===== src/rtl/sabit_veriler.vh =====
// rtl/sabit_veriler.vh - shared core constants and memory-port arbiter state encodings
`ifndef SABIT_VERILER_VH
`define SABIT_VERILER_VH

`define DATA_WIDTH       32
`define FIRST_ADDR       32'h0000_0000

`define ARB_IDLE         3'd0
`define ARB_REQ_I        3'd1
`define ARB_REQ_D        3'd2
`define ARB_WAIT_I       3'd3
`define ARB_WAIT_D       3'd4

`define ARB_STARVE_LIMIT 4

`endif


===== src/rtl/mem_port_arbiter_pkg.sv =====
// rtl/mem_port_arbiter_pkg.sv - types and defaults for the shared memory-port arbiter
package mem_port_arbiter_pkg;
`include "sabit_veriler.vh"

    localparam int ARB_DW        = `DATA_WIDTH;
    localparam int ARB_LIMIT_DEF = `ARB_STARVE_LIMIT;

    typedef enum logic [2:0] {
        ST_IDLE   = `ARB_IDLE,
        ST_REQ_I  = `ARB_REQ_I,
        ST_REQ_D  = `ARB_REQ_D,
        ST_WAIT_I = `ARB_WAIT_I,
        ST_WAIT_D = `ARB_WAIT_D
    } arb_state_e;

    // Bits needed to hold a count from 0 up to and including limit.
    function automatic int cnt_width(input int limit);
        return (limit < 1) ? 1 : $clog2(limit + 1);
    endfunction
endpackage


===== src/rtl/mem_port_arbiter_if.sv =====
// rtl/mem_port_arbiter_if.sv - fetch, load/store and cache-port signal bundle
interface mem_port_arbiter_if
    import mem_port_arbiter_pkg::*;
#(
    parameter int DATA_WIDTH = ARB_DW
);
    logic                  if_req;
    logic [DATA_WIDTH-1:0] if_addr;
    logic                  if_flush;
    logic                  if_valid;
    logic [DATA_WIDTH-1:0] if_data;
    logic                  if_stall;

    logic                  d_req;
    logic                  d_we;
    logic [DATA_WIDTH-1:0] d_addr;
    logic [DATA_WIDTH-1:0] d_wdata;
    logic [3:0]            d_wstrb;
    logic                  d_ready;
    logic [DATA_WIDTH-1:0] d_rdata;
    logic                  d_busy;

    logic                  mem_req;
    logic                  mem_we;
    logic [DATA_WIDTH-1:0] mem_addr;
    logic [DATA_WIDTH-1:0] mem_wdata;
    logic [3:0]            mem_wstrb;
    logic                  mem_gnt;
    logic                  mem_rvalid;
    logic [DATA_WIDTH-1:0] mem_rdata;

    modport slave (
        input  if_req, if_addr, if_flush, d_req, d_we, d_addr, d_wdata, d_wstrb,
               mem_gnt, mem_rvalid, mem_rdata,
        output if_valid, if_data, if_stall, d_ready, d_rdata, d_busy,
               mem_req, mem_we, mem_addr, mem_wdata, mem_wstrb
    );

    modport master (
        output if_req, if_addr, if_flush, d_req, d_we, d_addr, d_wdata, d_wstrb,
               mem_gnt, mem_rvalid, mem_rdata,
        input  if_valid, if_data, if_stall, d_ready, d_rdata, d_busy,
               mem_req, mem_we, mem_addr, mem_wdata, mem_wstrb
    );
endinterface


===== src/rtl/arb_starve_counter.sv =====
// rtl/arb_starve_counter.sv - saturating count of data grants made while fetch waits
module arb_starve_counter #(
    parameter int LIMIT = 4,
    parameter int W     = 3
) (
    input  logic clk,
    input  logic reset,
    input  logic clr,
    input  logic inc,
    output logic at_limit
);
    logic [W-1:0] cnt_q;
    logic [W-1:0] cnt_d;

    assign at_limit = (cnt_q == W'(LIMIT));

    // Clear wins over increment; the count parks at LIMIT instead of wrapping.
    always_comb begin
        cnt_d = cnt_q;
        if (clr) begin
            cnt_d = '0;
        end else if (inc && !at_limit) begin
            cnt_d = cnt_q + 1'b1;
        end
    end

    // Count register.
    always_ff @(posedge clk) begin
        if (!reset) begin
            cnt_q <= '0;
        end else begin
            cnt_q <= cnt_d;
        end
    end
endmodule


===== src/rtl/mem_port_arbiter.sv =====
// rtl/mem_port_arbiter.sv - shares one memory port between fetch and load/store
module mem_port_arbiter
    import mem_port_arbiter_pkg::*;
#(
    parameter int DATA_WIDTH   = ARB_DW,
    parameter int STARVE_LIMIT = ARB_LIMIT_DEF
) (
    input logic              clk,
    input logic              reset,
    mem_port_arbiter_if.slave bus
);
    localparam int CW = cnt_width(STARVE_LIMIT);

    arb_state_e            state_q, state_d;
    logic                  drop_q, drop_d;
    logic                  mem_req_q, mem_req_d;
    logic                  mem_we_q, mem_we_d;
    logic [DATA_WIDTH-1:0] mem_addr_q, mem_addr_d;
    logic [DATA_WIDTH-1:0] mem_wdata_q, mem_wdata_d;
    logic [3:0]            mem_wstrb_q, mem_wstrb_d;

    logic                  if_valid;
    logic                  d_ready;
    logic                  i_pend;
    logic                  grant_i;
    logic                  grant_d;
    logic                  starve_clr;
    logic                  starve_inc;
    logic                  starve_at_limit;

    arb_starve_counter #(
        .LIMIT (STARVE_LIMIT),
        .W     (CW)
    ) u_starve (
        .clk      (clk),
        .reset    (reset),
        .clr      (starve_clr),
        .inc      (starve_inc),
        .at_limit (starve_at_limit)
    );

    // Winner selection in IDLE: data first unless fetch has waited out the starve limit.
    // A fetch arriving together with a flush is held off one cycle so the new PC is used.
    always_comb begin
        i_pend  = bus.if_req & ~bus.if_flush;
        grant_i = 1'b0;
        grant_d = 1'b0;
        if (state_q == ST_IDLE) begin
            if (i_pend && (!bus.d_req || starve_at_limit)) begin
                grant_i = 1'b1;
            end else if (bus.d_req) begin
                grant_d = 1'b1;
            end
        end
        starve_clr = grant_i | ((state_q == ST_IDLE) & ~bus.if_req);
        starve_inc = grant_d & bus.if_req;
    end

    // Transaction sequencer: latch command, hold until grant, wait for response, route it.
    always_comb begin
        state_d     = state_q;
        drop_d      = drop_q;
        mem_req_d   = mem_req_q;
        mem_we_d    = mem_we_q;
        mem_addr_d  = mem_addr_q;
        mem_wdata_d = mem_wdata_q;
        mem_wstrb_d = mem_wstrb_q;
        if_valid    = 1'b0;
        d_ready     = 1'b0;
        case (state_q)
            ST_IDLE: begin
                drop_d = 1'b0;
                if (grant_i) begin
                    mem_req_d   = 1'b1;
                    mem_we_d    = 1'b0;
                    mem_addr_d  = bus.if_addr;
                    mem_wdata_d = '0;
                    mem_wstrb_d = 4'b0000;
                    state_d     = ST_REQ_I;
                end else if (grant_d) begin
                    mem_req_d   = 1'b1;
                    mem_we_d    = bus.d_we;
                    mem_addr_d  = bus.d_addr;
                    mem_wdata_d = bus.d_wdata;
                    mem_wstrb_d = bus.d_wstrb;
                    state_d     = ST_REQ_D;
                end
            end
            ST_REQ_I: begin
                if (bus.if_flush) begin
                    drop_d = 1'b1;
                end
                if (bus.mem_gnt) begin
                    mem_req_d = 1'b0;
                    state_d   = ST_WAIT_I;
                end
            end
            ST_REQ_D: begin
                if (bus.mem_gnt) begin
                    mem_req_d = 1'b0;
                    state_d   = ST_WAIT_D;
                end
            end
            ST_WAIT_I: begin
                if (bus.mem_rvalid) begin
                    if_valid = ~drop_q & ~bus.if_flush;
                    drop_d   = 1'b0;
                    state_d  = ST_IDLE;
                end else if (bus.if_flush) begin
                    drop_d = 1'b1;
                end
            end
            ST_WAIT_D: begin
                if (bus.mem_rvalid) begin
                    d_ready = 1'b1;
                    state_d = ST_IDLE;
                end
            end
            default: begin
                state_d   = ST_IDLE;
                mem_req_d = 1'b0;
                drop_d    = 1'b0;
            end
        endcase
    end

    // State and command registers; reset abandons any transaction in flight.
    always_ff @(posedge clk) begin
        if (!reset) begin
            state_q     <= ST_IDLE;
            drop_q      <= 1'b0;
            mem_req_q   <= 1'b0;
            mem_we_q    <= 1'b0;
            mem_addr_q  <= '0;
            mem_wdata_q <= '0;
            mem_wstrb_q <= 4'b0000;
        end else begin
            state_q     <= state_d;
            drop_q      <= drop_d;
            mem_req_q   <= mem_req_d;
            mem_we_q    <= mem_we_d;
            mem_addr_q  <= mem_addr_d;
            mem_wdata_q <= mem_wdata_d;
            mem_wstrb_q <= mem_wstrb_d;
        end
    end

    assign bus.if_valid  = if_valid;
    assign bus.if_data   = bus.mem_rdata;
    assign bus.if_stall  = bus.if_req & ~if_valid;
    assign bus.d_ready   = d_ready;
    assign bus.d_rdata   = bus.mem_rdata;
    assign bus.d_busy    = bus.d_req & ~d_ready;
    assign bus.mem_req   = mem_req_q;
    assign bus.mem_we    = mem_we_q;
    assign bus.mem_addr  = mem_addr_q;
    assign bus.mem_wdata = mem_wdata_q;
    assign bus.mem_wstrb = mem_wstrb_q;
endmodule

===== src/flat_wrapper.sv =====
// flat-port wrapper written by rule: the top's interface ports become plain ports
module mem_port_arbiter_flat import mem_port_arbiter_pkg::*;
#(
    parameter int DATA_WIDTH   = ARB_DW,
    parameter int STARVE_LIMIT = ARB_LIMIT_DEF
)
  (clk, reset, bus_if_req, bus_if_addr, bus_if_flush, bus_d_req, bus_d_we, bus_d_addr, bus_d_wdata, bus_d_wstrb, bus_mem_gnt, bus_mem_rvalid, bus_mem_rdata, bus_if_valid, bus_if_data, bus_if_stall, bus_d_ready, bus_d_rdata, bus_d_busy, bus_mem_req, bus_mem_we, bus_mem_addr, bus_mem_wdata, bus_mem_wstrb);
  mem_port_arbiter_if #(.DATA_WIDTH(DATA_WIDTH)) bus_i ();
  input logic clk;
  input logic reset;
  input wire logic [$bits(bus_i.if_req)-1:0] bus_if_req;
  input wire logic [$bits(bus_i.if_addr)-1:0] bus_if_addr;
  input wire logic [$bits(bus_i.if_flush)-1:0] bus_if_flush;
  input wire logic [$bits(bus_i.d_req)-1:0] bus_d_req;
  input wire logic [$bits(bus_i.d_we)-1:0] bus_d_we;
  input wire logic [$bits(bus_i.d_addr)-1:0] bus_d_addr;
  input wire logic [$bits(bus_i.d_wdata)-1:0] bus_d_wdata;
  input wire logic [$bits(bus_i.d_wstrb)-1:0] bus_d_wstrb;
  input wire logic [$bits(bus_i.mem_gnt)-1:0] bus_mem_gnt;
  input wire logic [$bits(bus_i.mem_rvalid)-1:0] bus_mem_rvalid;
  input wire logic [$bits(bus_i.mem_rdata)-1:0] bus_mem_rdata;
  output wire logic [$bits(bus_i.if_valid)-1:0] bus_if_valid;
  output wire logic [$bits(bus_i.if_data)-1:0] bus_if_data;
  output wire logic [$bits(bus_i.if_stall)-1:0] bus_if_stall;
  output wire logic [$bits(bus_i.d_ready)-1:0] bus_d_ready;
  output wire logic [$bits(bus_i.d_rdata)-1:0] bus_d_rdata;
  output wire logic [$bits(bus_i.d_busy)-1:0] bus_d_busy;
  output wire logic [$bits(bus_i.mem_req)-1:0] bus_mem_req;
  output wire logic [$bits(bus_i.mem_we)-1:0] bus_mem_we;
  output wire logic [$bits(bus_i.mem_addr)-1:0] bus_mem_addr;
  output wire logic [$bits(bus_i.mem_wdata)-1:0] bus_mem_wdata;
  output wire logic [$bits(bus_i.mem_wstrb)-1:0] bus_mem_wstrb;
  assign bus_i.if_req = bus_if_req;
  assign bus_i.if_addr = bus_if_addr;
  assign bus_i.if_flush = bus_if_flush;
  assign bus_i.d_req = bus_d_req;
  assign bus_i.d_we = bus_d_we;
  assign bus_i.d_addr = bus_d_addr;
  assign bus_i.d_wdata = bus_d_wdata;
  assign bus_i.d_wstrb = bus_d_wstrb;
  assign bus_i.mem_gnt = bus_mem_gnt;
  assign bus_i.mem_rvalid = bus_mem_rvalid;
  assign bus_i.mem_rdata = bus_mem_rdata;
  assign bus_if_valid = bus_i.if_valid;
  assign bus_if_data = bus_i.if_data;
  assign bus_if_stall = bus_i.if_stall;
  assign bus_d_ready = bus_i.d_ready;
  assign bus_d_rdata = bus_i.d_rdata;
  assign bus_d_busy = bus_i.d_busy;
  assign bus_mem_req = bus_i.mem_req;
  assign bus_mem_we = bus_i.mem_we;
  assign bus_mem_addr = bus_i.mem_addr;
  assign bus_mem_wdata = bus_i.mem_wdata;
  assign bus_mem_wstrb = bus_i.mem_wstrb;
  mem_port_arbiter #(.DATA_WIDTH(DATA_WIDTH), .STARVE_LIMIT(STARVE_LIMIT)) u_core (.clk(clk), .reset(reset), .bus(bus_i));
endmodule

===== config.mk =====
export PLATFORM = sky130hd
export DESIGN_NAME = mem_port_arbiter_flat
export DESIGN_NICKNAME = d
export VERILOG_FILES = /design/src/rtl/mem_port_arbiter_pkg.sv /design/src/rtl/mem_port_arbiter_if.sv /design/src/rtl/arb_starve_counter.sv /design/src/rtl/mem_port_arbiter.sv /design/src/flat_wrapper.sv
export VERILOG_INCLUDE_DIRS = /design/src /design/src/rtl
export SDC_FILE = /design/constraint.sdc
export NUM_CORES = 1
export LEC_CHECK = 0
export CAP_MARGIN = 25
export CORE_AREA = 2 2 113 115
export CTS_BUF_LIST = sky130_fd_sc_hd__clkbuf_8
export CTS_CLUSTER_SIZE = 10
export DETAILED_ROUTE_END_ITERATION = 6
export DIE_AREA = 0 0 115 117
export PLACE_DENSITY = 0.75
export SLEW_MARGIN = 25
export SYNTH_ARGS = -nofsm -noshare
export SYNTH_HDL_FRONTEND = slang
export SYNTH_HIERARCHICAL = 1
export SYNTH_SLANG_ARGS = --single-unit

===== constraint.sdc =====
create_clock -name clk -period 3.5 [get_ports clk]
set_input_delay 0.35 -clock clk [delete_from_list [all_inputs] [get_ports clk]]
set_output_delay 0.35 -clock clk [all_outputs]
set_load 0.01 [all_outputs]

==> flow_summary.yaml <==
yosys:
  synthAdderAreaFrac_pct: 0.653
  syn_area_per_cell_um2: 8.15
  synth_edf_count: 0
  syn_area_um2: 3830
  ys.flop_type: "dfxtp_1"
  synth_top_family_by_area: "compound AO/OA/AOI/OAI gates"
  muxShareOfSynthArea_pct: 0.784
  synth_simple_gate_area_share_pct: 16.8
  ys_types: 36
  ys_warn_count: 6
  syn-num-nets: 612
  async_flop_share_pct: 0
  synth_xor_area_share_pct: 0
  yosysSeqAreaShare_pct: 40.2
  ys_seq_elements: 77
  synth_compound_area_share_pct: 22.5
  syn_inst: 470
detailed_routing:
  drcViolationCount: 0
  dr.pass1.iters: 4
  vias_per_cell: 4.92
  wl_per_cell_um: 16.1
  ant_nets: 0
  totalWireLength_um: 11600
  dr.first_iter.drc_count: 168
  route.vias.total: 3553
pwr:
  pwr_density_cell_nw_per_um2: 445
  ir_worst_vdd_v: 0.000204
  p_sw_mw: 0.720
  seqPwrFrac_pct: 43.2
  p_int_mw: 1.67
  pwr-share-comb_pct: 28.3
  swShare_pct: 30.1
  leakage_nw: 2.06
  clockPowerShare_pct: 28.5
placement:
  globalplace.congestion: 0.810
  place_inst: 706
  hpwlAfterDp_um: 8180
  numPortBuffers: 181
timing:
  finalCritPeriodShare_pct: 66.5
  fmax_mhz: 430
  fin_tns_setup_ns: 0
  setup-violations-final: 0
  tightestPinTransition_ns: 0.657
  fin_crit_ns: 2.33
  hold_viol_final: 0
  max-slew-margin-rel_pct: 56.0
  slew_violations: 0
  rsz0062_at_grt: "false"
  fin_skew_ns: 0.00858
grt:
  grt_max_degree: 50
  grt.total_usage_pct: 16.4
  grt-ovfl-total: 0
  antenna_found_initial: 0
  grt_pass1_vias: 3522
  grt_pass1_wl_um: 17200
hold_path:
  min_path_type: "reg2reg"
final_layout:
  n_fill_cell: 1211
  fin_util_pct: 43.7
  antennaDiodeCount: 0
  drive_gt1_share_pct: 5.07
  syn_to_final_growth_pct: 40.4
  nNetsFinal: 709
  layout.cells.non_filler: 722
clocking:
  path_clk_slew_ns: 0.08
  numCtsBuffers: 9
  hold_buffers: 0
  cts_setup_buffers: 0
  cts_sinks: 77
  clockRootBuffer: "clkbuf_8"
  htreeDepth: 3
  cts_tree: "done"
  post_cts_resized: 0
  clock_path_buffers: 2
  clk_latency_ns: 0.36
worst_setup_path:
  worstSetupPathType: "reg2out"
  endpoint_kind: "output port"
  critPathMaxFanout: 11
  critPathArrivalTime_ns: 1.98
  start_kind: "flop"
  cp.required_ns: 3.15
floorplanning:
  rows: 41
  start_util_pct: 31.1
  core_area_um2: 12300
  fp.dieH_um: 117
  io_pins: 278
  die_x_um: 115
  die_area_um2: 13500
flow_run:
  maxCapViolCount: 0
outcome:
  status: "finished, final reports clean"
-- critical path: stages (launching register included) --
cell and delay [ns]:
dfxtp_1 0.58, nand2_1 0.14, nor4_1 0.30, clkdlybuf4s50_1 0.61
-- layout make-up --
class | instances | area, µm² | share of cell area, %
sequential | 77 | 1540 | 28.7
clock buffer | 9 | 124 | 2.30
multi-input combinational | 288 | 1570 | 29.2
clock inverter | 7 | 75.1 | 1.40
tap | 150 | 188 | 3.49
timing repair buffer | 187 | 1860 | 34.7
inverter | 4 | 15.0 | 0.279
-- final timing paths --
| path | from | cells past startpoint | slack (ns) | endpoint |
|---|---|---|---|---|
| worst min register to register | u_core/bus.mem_wdata[11] | 2 | 0.45 | u_core/bus.mem_wdata[11] |
| worst min-delay path | u_core/bus.mem_wdata[11] | 2 | 0.45 | u_core/bus.mem_wdata[11] |
| worst max register to register | u_core/u_starve/cnt_q[0] | 8 | 1.51 | u_core/u_starve/cnt_q[1] |
| worst max-delay path | u_core/state_q[0] | 3 | 1.17 | bus_if_valid |
-- synth_stat cells, types with 3 or more instances --
master	n	share of area [%]
buf_4	71	14
buf_2	5	0.65
clkbuf_1	16	1.6
nor2_1	3	0.29
mux2i_1	3	0.78
a21oi_1	66	8.6
nand3b_1	3	0.59
buf_6	8	2.4
o21ai_0	33	4.3
dfxtp_1	77	40
and3_1	3	0.49
nor2b_1	3	0.49
a21boi_1	38	7.4
nand2_1	74	7.2
nand3_1	38	5.0
inv_1	4	0.39
-- metrics by stage --
step / area, µm² / hold WS [ns] / setup slack, ns / power (mW)
floorplan: 3830 / 0.475 / 1.41 / 1.44
global placement: 5180 / 0.436 / 1.05 / 1.72
detailed placement: 5180 / 0.441 / 0.995 / 1.73
CTS: 5380 / 0.454 / 1.13 / 2.43
global route: 5380 / 0.480 / 0.961 / 2.53
finish: 5380 / 0.451 / 1.17 / 2.39
-- power by group through the flow --
stage          Combinational (mW)  Clock, mW  Sequential, mW
6_report                    0.678      0.681            1.03
3_5_place_dp                0.677          0            1.05
4_1_cts                     0.681      0.718            1.03
3_3_place_gp                0.668          0            1.05
5_1_grt                     0.735      0.757            1.04
2_1_floorplan               0.361          0            1.08
-- routing by layer --
layer	global-route usage (%)	share of wire, %
met5	0	0
met4	10.2	3.7
met3	5.51	9.5
met2	27.5	48
met1	18.0	39
-- cell families after synthesis --
family,after synthesis
buf+inv,105
compound gates,147
mux,3
flops,77
fa+ha+maj,2
simple gates,136
-- sequential cells by signal, indices dropped and copies added (netlist names) --
name                   count
u_core/bus.mem_addr       32
u_core/bus.mem_wdata      32
u_core/bus.mem_wstrb       4
u_core/state_q             3
u_core/u_starve/cnt_q      3
u_core/bus.mem_req         1
u_core/bus.mem_we          1
u_core/drop_q              1
-- layout by cell type (no fill, tap or decap), types with 4 or more instances in the layout --
master           instances
a21boi_1                38
a21oi_1                 66
buf_4                    5
clkbuf_8                 9
clkdlybuf4s50_1        180
dfxtp_1                 77
inv_1                    4
nand2_1                 74
nand3_1                 38
o21ai_0                 33
No activity file was read; power rests on OpenSTA's default activity.
